### config.mk
export PLATFORM = sky130hd
export DESIGN_NAME = bomb_sched
export DESIGN_NICKNAME = d
export VERILOG_FILES = /design/src/rtl/bomb_sched.sv
export SDC_FILE = /design/constraint.sdc
export NUM_CORES = 1
export LEC_CHECK = 0
export BUFFER_PORTS_ARGS = -buffer_cell sky130_fd_sc_hd__buf_2
export CAP_MARGIN = 20
export CORE_MARGIN = 2
export CORE_UTILIZATION = 50
export CTS_CLUSTER_DIAMETER = 100
export DETAILED_ROUTE_END_ITERATION = 10
export PLACE_DENSITY_LB_ADDON = 0.08
export SLEW_MARGIN = 10
export SYNTH_ARGS = -nofsm -noshare
export SYNTH_HDL_FRONTEND = slang
export SYNTH_SLANG_ARGS = --single-unit
export TNS_END_PERCENT = 50
### constraint.sdc
create_clock -name clk -period 5.5 [get_ports clk]
set_input_delay 0.275 -clock clk [delete_from_list [all_inputs] [get_ports clk]]
set_output_delay 0.275 -clock clk [all_outputs]
set_load 0.05 [all_outputs]
### src/rtl/bomb_sched.sv
// Two-player bomb placement scheduler: per-player IDLE/ARMED/COOL FSM, accept checks, same-cell arbitration.
// Optional feature macro BOMB_RR_EN: round-robin tie arbitration (default: player A wins ties).
module bomb_sched #(
    parameter int COOLDOWN_TICKS = 3
) (
    input  logic         clk,
    input  logic         rst,
    input  logic         bombTick,
    input  logic         btnA,
    input  logic         btnB,
    input  logic [3:0]   playerAx,
    input  logic [3:0]   playerAy,
    input  logic [3:0]   playerBx,
    input  logic [3:0]   playerBy,
    input  logic [99:0]  i_curBombMap_0,
    input  logic [99:0]  i_curBombMap_1,
    input  logic [1:0]   game_state,
    output logic [3:0]   bombA_x,
    output logic [3:0]   bombA_y,
    output logic [3:0]   bombB_x,
    output logic [3:0]   bombB_y,
    output logic         bombA_v,
    output logic         bombB_v,
    output logic         rejA,
    output logic         rejB,
    output logic         busyA,
    output logic         busyB
);

    typedef enum logic [1:0] {
        S_IDLE  = 2'd0,
        S_ARMED = 2'd1,
        S_COOL  = 2'd2
    } state_t;

    localparam logic [2:0] CD = 3'(COOLDOWN_TICKS);

    state_t      stateA_q, stateA_d, stateB_q, stateB_d;
    logic [2:0]  cntA_q, cntA_d, cntB_q, cntB_d;
    logic [3:0]  bombA_x_q, bombA_x_d, bombA_y_q, bombA_y_d;
    logic [3:0]  bombB_x_q, bombB_x_d, bombB_y_q, bombB_y_d;
    logic        bombA_v_q, bombA_v_d, bombB_v_q, bombB_v_d;
    logic        rejA_q, rejA_d, rejB_q, rejB_d;

    logic        playing;
    logic        same_cell;
    logic        a_base, b_base;
    logic        tie;
    logic        rr_ptr;
    logic        acceptA, acceptB;

    // In-bounds and both map bits clear at index 10*x+y.
    function automatic logic cell_free(
        input logic [3:0]  x,
        input logic [3:0]  y,
        input logic [99:0] m0,
        input logic [99:0] m1
    );
        logic [6:0] idx;
        cell_free = 1'b0;
        idx       = 7'd0;
        if (x <= 4'd9 && y <= 4'd9) begin
            idx       = {3'b000, x} * 7'd10 + {3'b000, y};
            cell_free = ~(m0[idx] | m1[idx]);
        end
    endfunction

    always_comb begin
        playing   = (game_state == 2'd0);
        same_cell = (playerAx == playerBx) && (playerAy == playerBy);
        a_base    = playing
                    && cell_free(playerAx, playerAy, i_curBombMap_0, i_curBombMap_1)
                    && !(stateB_q == S_ARMED && bombB_x_q == playerAx && bombB_y_q == playerAy);
        b_base    = playing
                    && cell_free(playerBx, playerBy, i_curBombMap_0, i_curBombMap_1)
                    && !(stateA_q == S_ARMED && bombA_x_q == playerBx && bombA_y_q == playerBy);
        tie       = btnA && btnB && (stateA_q == S_IDLE) && (stateB_q == S_IDLE)
                    && same_cell && a_base && b_base;
        acceptA   = btnA && (stateA_q == S_IDLE) && a_base && (!tie || !rr_ptr);
        acceptB   = btnB && (stateB_q == S_IDLE) && b_base && (!tie ||  rr_ptr);
    end

`ifdef BOMB_RR_EN
    logic rr_q, rr_d;

    // Pointer names the tie winner (0 = A); it hands priority to the loser after each tie.
    always_comb begin
        rr_d = rr_q;
        if (tie) begin
            rr_d = ~rr_q;
        end
    end

    always_ff @(posedge clk or negedge rst) begin
        if (!rst) begin
            rr_q <= 1'b0;
        end else begin
            rr_q <= rr_d;
        end
    end

    assign rr_ptr = rr_q;
`else
    assign rr_ptr = 1'b0;
`endif

    // Player A next state.
    always_comb begin
        stateA_d  = stateA_q;
        cntA_d    = cntA_q;
        bombA_x_d = bombA_x_q;
        bombA_y_d = bombA_y_q;
        bombA_v_d = bombA_v_q;
        rejA_d    = 1'b0;
        if (!playing) begin
            stateA_d  = S_IDLE;
            cntA_d    = 3'd0;
            bombA_v_d = 1'b0;
        end else begin
            case (stateA_q)
                S_IDLE: begin
                    if (acceptA) begin
                        stateA_d  = S_ARMED;
                        bombA_x_d = playerAx;
                        bombA_y_d = playerAy;
                        bombA_v_d = 1'b1;
                    end else if (btnA) begin
                        rejA_d = 1'b1;
                    end
                end
                S_ARMED: begin
                    rejA_d = btnA;
                    if (bombTick) begin
                        bombA_v_d = 1'b0;
                        if (CD == 3'd0) begin
                            stateA_d = S_IDLE;
                            cntA_d   = 3'd0;
                        end else begin
                            stateA_d = S_COOL;
                            cntA_d   = CD;
                        end
                    end
                end
                S_COOL: begin
                    rejA_d = btnA;
                    if (bombTick) begin
                        if (cntA_q <= 3'd1) begin
                            stateA_d = S_IDLE;
                            cntA_d   = 3'd0;
                        end else begin
                            cntA_d = cntA_q - 3'd1;
                        end
                    end
                end
                default: begin
                    stateA_d  = S_IDLE;
                    cntA_d    = 3'd0;
                    bombA_v_d = 1'b0;
                end
            endcase
        end
    end

    // Player B next state, mirror of A.
    always_comb begin
        stateB_d  = stateB_q;
        cntB_d    = cntB_q;
        bombB_x_d = bombB_x_q;
        bombB_y_d = bombB_y_q;
        bombB_v_d = bombB_v_q;
        rejB_d    = 1'b0;
        if (!playing) begin
            stateB_d  = S_IDLE;
            cntB_d    = 3'd0;
            bombB_v_d = 1'b0;
        end else begin
            case (stateB_q)
                S_IDLE: begin
                    if (acceptB) begin
                        stateB_d  = S_ARMED;
                        bombB_x_d = playerBx;
                        bombB_y_d = playerBy;
                        bombB_v_d = 1'b1;
                    end else if (btnB) begin
                        rejB_d = 1'b1;
                    end
                end
                S_ARMED: begin
                    rejB_d = btnB;
                    if (bombTick) begin
                        bombB_v_d = 1'b0;
                        if (CD == 3'd0) begin
                            stateB_d = S_IDLE;
                            cntB_d   = 3'd0;
                        end else begin
                            stateB_d = S_COOL;
                            cntB_d   = CD;
                        end
                    end
                end
                S_COOL: begin
                    rejB_d = btnB;
                    if (bombTick) begin
                        if (cntB_q <= 3'd1) begin
                            stateB_d = S_IDLE;
                            cntB_d   = 3'd0;
                        end else begin
                            cntB_d = cntB_q - 3'd1;
                        end
                    end
                end
                default: begin
                    stateB_d  = S_IDLE;
                    cntB_d    = 3'd0;
                    bombB_v_d = 1'b0;
                end
            endcase
        end
    end

    always_ff @(posedge clk or negedge rst) begin
        if (!rst) begin
            stateA_q  <= S_IDLE;
            stateB_q  <= S_IDLE;
            cntA_q    <= 3'd0;
            cntB_q    <= 3'd0;
            bombA_x_q <= 4'd0;
            bombA_y_q <= 4'd0;
            bombB_x_q <= 4'd0;
            bombB_y_q <= 4'd0;
            bombA_v_q <= 1'b0;
            bombB_v_q <= 1'b0;
            rejA_q    <= 1'b0;
            rejB_q    <= 1'b0;
        end else begin
            stateA_q  <= stateA_d;
            stateB_q  <= stateB_d;
            cntA_q    <= cntA_d;
            cntB_q    <= cntB_d;
            bombA_x_q <= bombA_x_d;
            bombA_y_q <= bombA_y_d;
            bombB_x_q <= bombB_x_d;
            bombB_y_q <= bombB_y_d;
            bombA_v_q <= bombA_v_d;
            bombB_v_q <= bombB_v_d;
            rejA_q    <= rejA_d;
            rejB_q    <= rejB_d;
        end
    end

    assign bombA_x = bombA_x_q;
    assign bombA_y = bombA_y_q;
    assign bombB_x = bombB_x_q;
    assign bombB_y = bombB_y_q;
    assign bombA_v = bombA_v_q;
    assign bombB_v = bombB_v_q;
    assign rejA    = rejA_q;
    assign rejB    = rejB_q;
    assign busyA   = (stateA_q != S_IDLE);
    assign busyB   = (stateB_q != S_IDLE);

endmodule

==> impl_results.html <==
<table>
<tr><th>Metric</th><th>Value</th></tr>
<tr><th colspan="2">Placement</th></tr>
<tr><td>Placer Congestion</td><td>~0.96</td></tr>
<tr><td>Setup WS pre-CTS</td><td>roughly 1.5 ns</td></tr>
<tr><td>Half-perimeter wire length of the detailed placement result</td><td>between 10,000 and 15,000 µm</td></tr>
<tr><td>DP Cell Count</td><td>between 900 and 1,000</td></tr>
<tr><td>Buffers on Ports</td><td>244</td></tr>
<tr><th colspan="2">CTS</th></tr>
<tr><td>Sinks on the clock net</td><td>30</td></tr>
<tr><td>CTS Hold Buffers Added</td><td>0</td></tr>
<tr><td>H-Tree Level Count</td><td>2</td></tr>
<tr><td>Total CTS buffers</td><td>5</td></tr>
<tr><td>Post-CTS Setup Inserts</td><td>0</td></tr>
<tr><td>Worst-skew pair later-pin latency</td><td>approximately 0.28 ns</td></tr>
<tr><td>Clock edge transition at the registers on the reported setup and hold paths</td><td>approximately 0.060 ns</td></tr>
<tr><td>Post-CTS Resized</td><td>0</td></tr>
<tr><td>Master cell of the clock root buffer</td><td>sky130_fd_sc_hd__clkbuf_8</td></tr>
<tr><td>CTS tree</td><td>done</td></tr>
<tr><td>Worst-case clock buffer depth</td><td>2</td></tr>
<tr><th colspan="2">Synthesis</th></tr>
<tr><td>Top cell type by total area after synthesis</td><td>sky130_fd_sc_hd__dfrtp_1</td></tr>
<tr><td>Share of synthesized area occupied by flip-flops and latches</td><td>between 10% and 20%</td></tr>
<tr><td>Count of yosys warnings during synthesis</td><td>0</td></tr>
<tr><td>Most used flip-flop cell after synthesis</td><td>sky130_fd_sc_hd__dfrtp_1</td></tr>
<tr><td>Seq cells post-synth</td><td>30</td></tr>
<tr><td>Share of the synthesized area in the top cell type</td><td>approximately 16%</td></tr>
<tr><td>Average instance area after synthesis</td><td>a little under 8 µm²</td></tr>
<tr><td>Biggest area contributors in the synthesized netlist</td><td>sky130_fd_sc_hd__dfrtp_1, sky130_fd_sc_hd__ha_1, sky130_fd_sc_hd__nor3_1</td></tr>
<tr><td>Post-synthesis instance area</td><td>4600 µm²</td></tr>
<tr><td>Count leader, synth</td><td>sky130_fd_sc_hd__nor2_1</td></tr>
<tr><td>Async set or reset register ratio after synthesis</td><td>100%</td></tr>
<tr><td>Synthesized instance count</td><td>592</td></tr>
<tr><td>Net count after synthesis</td><td>848</td></tr>
<tr><td>Library cells used by synthesis</td><td>between 60 and 70</td></tr>
<tr><td>Number of flops mapped to enable cells by yosys</td><td>0</td></tr>
<tr><td>Most common library cells after synthesis</td><td>sky130_fd_sc_hd__nor2_1, sky130_fd_sc_hd__nor3_1, sky130_fd_sc_hd__a21oi_1</td></tr>
<tr><th colspan="2">Finish</th></tr>
<tr><td>Number of nets in the layout</td><td>1,074</td></tr>
<tr><td>Register area</td><td>~750 µm²</td></tr>
<tr><td>Filler cell count in the final layout</td><td>between 800 and 900</td></tr>
<tr><td>Count of antenna diodes in the layout</td><td>0</td></tr>
<tr><td>Share of cells above drive strength 1</td><td>a little over a third</td></tr>
<tr><td>Area added between synthesis and finish</td><td>29.0%</td></tr>
<tr><td>Final cell count without fillers</td><td>approximately 930</td></tr>
<tr><td>Area of the multi-input gates</td><td>approximately 3700 µm²</td></tr>
<tr><th colspan="2">Global routing</th></tr>
<tr><td>Initial antenna violation count</td><td>0</td></tr>
<tr><td>Number of global-route vias before repair</td><td>around 5,600</td></tr>
<tr><td>Congestion Overflow GR</td><td>0</td></tr>
<tr><td>GRT Util Overall</td><td>around a third</td></tr>
<tr><td>Wire length of the first global-routing pass</td><td>roughly 26,000 µm</td></tr>
<tr><td>Largest net degree at the start of global routing</td><td>48</td></tr>
<tr><th colspan="2">STA</th></tr>
<tr><td>Pins Over Slew Limit</td><td>0</td></tr>
<tr><td>Setup-failing EPs final</td><td>0</td></tr>
<tr><td>Clock Skew</td><td>between 0.006 and 0.007 ns</td></tr>
<tr><td>Headroom to the max-slew limit</td><td>a little under 40%</td></tr>
<tr><td>Hold Violations, Final</td><td>0</td></tr>
<tr><td>Worst slew pin tran</td><td>0.921 ns</td></tr>
<tr><td>Period minus WS final</td><td>3.74 ns</td></tr>
<tr><td>Summed negative setup slack over all endpoints</td><td>0 ns</td></tr>
<tr><td>Final worst-path setup slack</td><td>roughly 1.8 ns</td></tr>
<tr><td>Unrepaired setup endpoints after global routing</td><td>no</td></tr>
<tr><td>Fin crit share</td><td>~70%</td></tr>
<tr><td>FMAX</td><td>approximately 270 MHz</td></tr>
<tr><th colspan="2">Detailed routing</th></tr>
<tr><td>Starting DRT DRC Count</td><td>309</td></tr>
<tr><td>Pre-Repair DR Iteration Count</td><td>5</td></tr>
<tr><td>Number of vias per cell after detailed routing</td><td>6.13</td></tr>
<tr><td>Vias after detailed routing</td><td>between 5,000 and 6,000</td></tr>
<tr><td>Routed Antenna Nets</td><td>0</td></tr>
<tr><td>Average wire per cell in the routed design</td><td>~18 µm</td></tr>
<tr><td>Total Routed Length</td><td>16,900 µm</td></tr>
<tr><td>Detailed-route DRC error count</td><td>0</td></tr>
<tr><th colspan="2">Run status</th></tr>
<tr><td>Status</td><td>completed</td></tr>
<tr><th colspan="2">Critical path</th></tr>
<tr><td>Startpoint class of the critical path</td><td>input pin</td></tr>
<tr><td>Setup CP Type</td><td>input pin to flip-flop</td></tr>
<tr><td>Critical path capture point</td><td>bombA_v$_DFFE_PN0P_</td></tr>
<tr><td>Flop-to-flop setup slack</td><td>2.65 ns</td></tr>
<tr><td>Highest fanout seen on the critical path</td><td>16</td></tr>
<tr><td>Depth of the worst register-to-register path</td><td>9</td></tr>
<tr><td>Worst Path Arrival</td><td>3.91 ns</td></tr>
<tr><td>End of the worst register-to-register path</td><td>bombB_x[3]$_DFFE_PN0P_</td></tr>
<tr><td>Setup crit start</td><td>playerAx[0]</td></tr>
<tr><td>Critical Path End Type</td><td>flip-flop</td></tr>
<tr><td>Worst reg2reg startpoint</td><td>stateB_q[1]$_DFFE_PN0P_</td></tr>
<tr><td>Worst path required time</td><td>5.67 ns</td></tr>
<tr><th colspan="2">Die</th></tr>
<tr><td>I/O pin count</td><td>around 250</td></tr>
<tr><td>Standard-cell row count</td><td>35</td></tr>
<tr><td>DIE WIDTH</td><td>around 100 µm</td></tr>
<tr><td>Starting density of the core</td><td>around 50%</td></tr>
<tr><td>Overall die height</td><td>between 90 and 100 µm</td></tr>
<tr><td>Area of the core region</td><td>9060 µm²</td></tr>
<tr><td>Die outline area</td><td>9990 µm²</td></tr>
<tr><th colspan="2">Power</th></tr>
<tr><td>Lkg Pwr</td><td>2.62 nW</td></tr>
<tr><td>Worst ir drop on vdd</td><td>between 0.4 and 0.5 mV</td></tr>
<tr><td>Cell area power density</td><td>~240 nW/µm²</td></tr>
<tr><th colspan="2">Worst hold path</th></tr>
<tr><td>Hold Path Class</td><td>input pin to async pin</td></tr>
<tr><th colspan="2">Run</th></tr>
<tr><td>Number of max-capacitance violations reported</td><td>0</td></tr>
</table>
==> critical path, stage by stage <==
cell,delay (ns)
sky130_fd_sc_hd__buf_2,0.15
sky130_fd_sc_hd__ha_2,0.21
sky130_fd_sc_hd__fa_1,0.84
sky130_fd_sc_hd__nor2b_1,0.50
sky130_fd_sc_hd__o211ai_1,0.19
sky130_fd_sc_hd__a21oi_1,0.19
sky130_fd_sc_hd__o21a_1,0.15
sky130_fd_sc_hd__nor3_1,0.05
sky130_fd_sc_hd__a31oi_1,0.31
sky130_fd_sc_hd__and4b_1,0.56
sky130_fd_sc_hd__a21oi_2,0.13
sky130_fd_sc_hd__a2111oi_4,0.33
==> power breakdown <==
group / switching (mW) / internal, mW / total (mW) / leakage [nW]
clock: 0.0785 / 0.0869 / 0.165 / 0.0383
combinational: 0.585 / 0.333 / 0.918 / 2.19
sequential: 0.0614 / 0.283 / 0.344 / 0.392
==> logic make-up (layout without fill, tap and decap cells) <==
| logic type | Yosys count | after routing | synth area share, % |
|---|---|---|---|
| compound gates | 171 | 171 | 24.5 |
| xor+xnor | 38 | 38 | 7.39 |
| fa+ha+maj | 33 | 33 | 9.62 |
| buf+inv | 44 | 270 | 4.43 |
| flops | 30 | 30 | 16.3 |
| mux | 34 | 34 | 11.6 |
| simple gates | 242 | 242 | 26.1 |
==> through the flow <==
step / total power [mW] / hold WS (ns) / util (%) / area [µm²]
finish: 1.43 / 0.0344 / 65.5 / 5940
global route: 1.51 / 0.0914 / 65.5 / 5940
CTS: 1.42 / 0.0504 / 65.5 / 5940
detailed placement: 1.25 / 0.347 / 64.7 / 5860
global placement: 1.23 / 0.343 / 64.7 / 5860
floorplan: 0.967 / -0.0206 / - / 4600
==> flip-flops by register name, indices dropped and copies added (netlist names) <==
register / flops
stateB_q: 2
bombA_v: 1
rejB: 1
bombB_x: 4
bombB_v: 1
rejA: 1
bombB_y: 4
bombA_x: 4
stateA_q: 2
cntA_q: 3
cntB_q: 3
bombA_y: 4
==> worst min-delay path by stage <==
stage          start               endpoint  slack (ns)  depth (start not counted)
4_1_cts          rst         rejB$_DFF_PN0_        0.05                          1
3_5_place_dp     rst  cntA_q[1]$_DFFE_PN0P_        0.35                          1
5_1_grt          rst         rejA$_DFF_PN0_        0.09                          1
6_report         rst  cntA_q[1]$_DFFE_PN0P_        0.03                          1
3_3_place_gp     rst  cntA_q[1]$_DFFE_PN0P_        0.34                          1
2_1_floorplan    rst    bombA_v$_DFFE_PN0P_       -0.02                          0
==> placed cells by master, fill, tap and decap left out, drive strengths merged, types with 3 or more instances in the layout <==
cell type	Yosys	final
a211o	3	3
a211oi	23	23
a21oi	56	56
a31oi	4	4
and3	3	3
buf	25	250
clkbuf	6	7
dfrtp	30	30
fa	4	4
ha	29	29
inv	13	13
mux2	16	16
mux2i	4	4
mux4	14	14
nand2	24	24
nand2b	6	6
nand3	13	13
nand4	6	6
nor2	86	86
nor2b	3	3
nor3	71	71
nor4	5	5
nor4b	4	4
nor4bb	3	3
o2111ai	4	4
o211ai	4	4
o21a	4	4
o21ai	30	30
o22ai	9	9
o311ai	6	6
o31ai	8	8
or4	3	3
or4b	3	3
xnor2	22	22
xor2	16	16
==> area by class of cell <==
type / count / area share [%]
Multi-Input combinational cell: 518 / 61.6
Timing Repair Buffer: 250 / 21.3
Sequential cell: 30 / 12.6
Inverter: 13 / 0.821
Tap cell: 111 / 2.34
Clock buffer: 7 / 1.28
==> routing by layer <==
layer  track usage, %  share of wire (%)  up-vias
li1                 -                  -     2706
met1             39.2                 38     2646
met2             58.3                 50      288
met3             4.11                7.1       59
met4             16.9                4.0        0
met5                0                  0        -
Power figures use the tool's default switching activity.
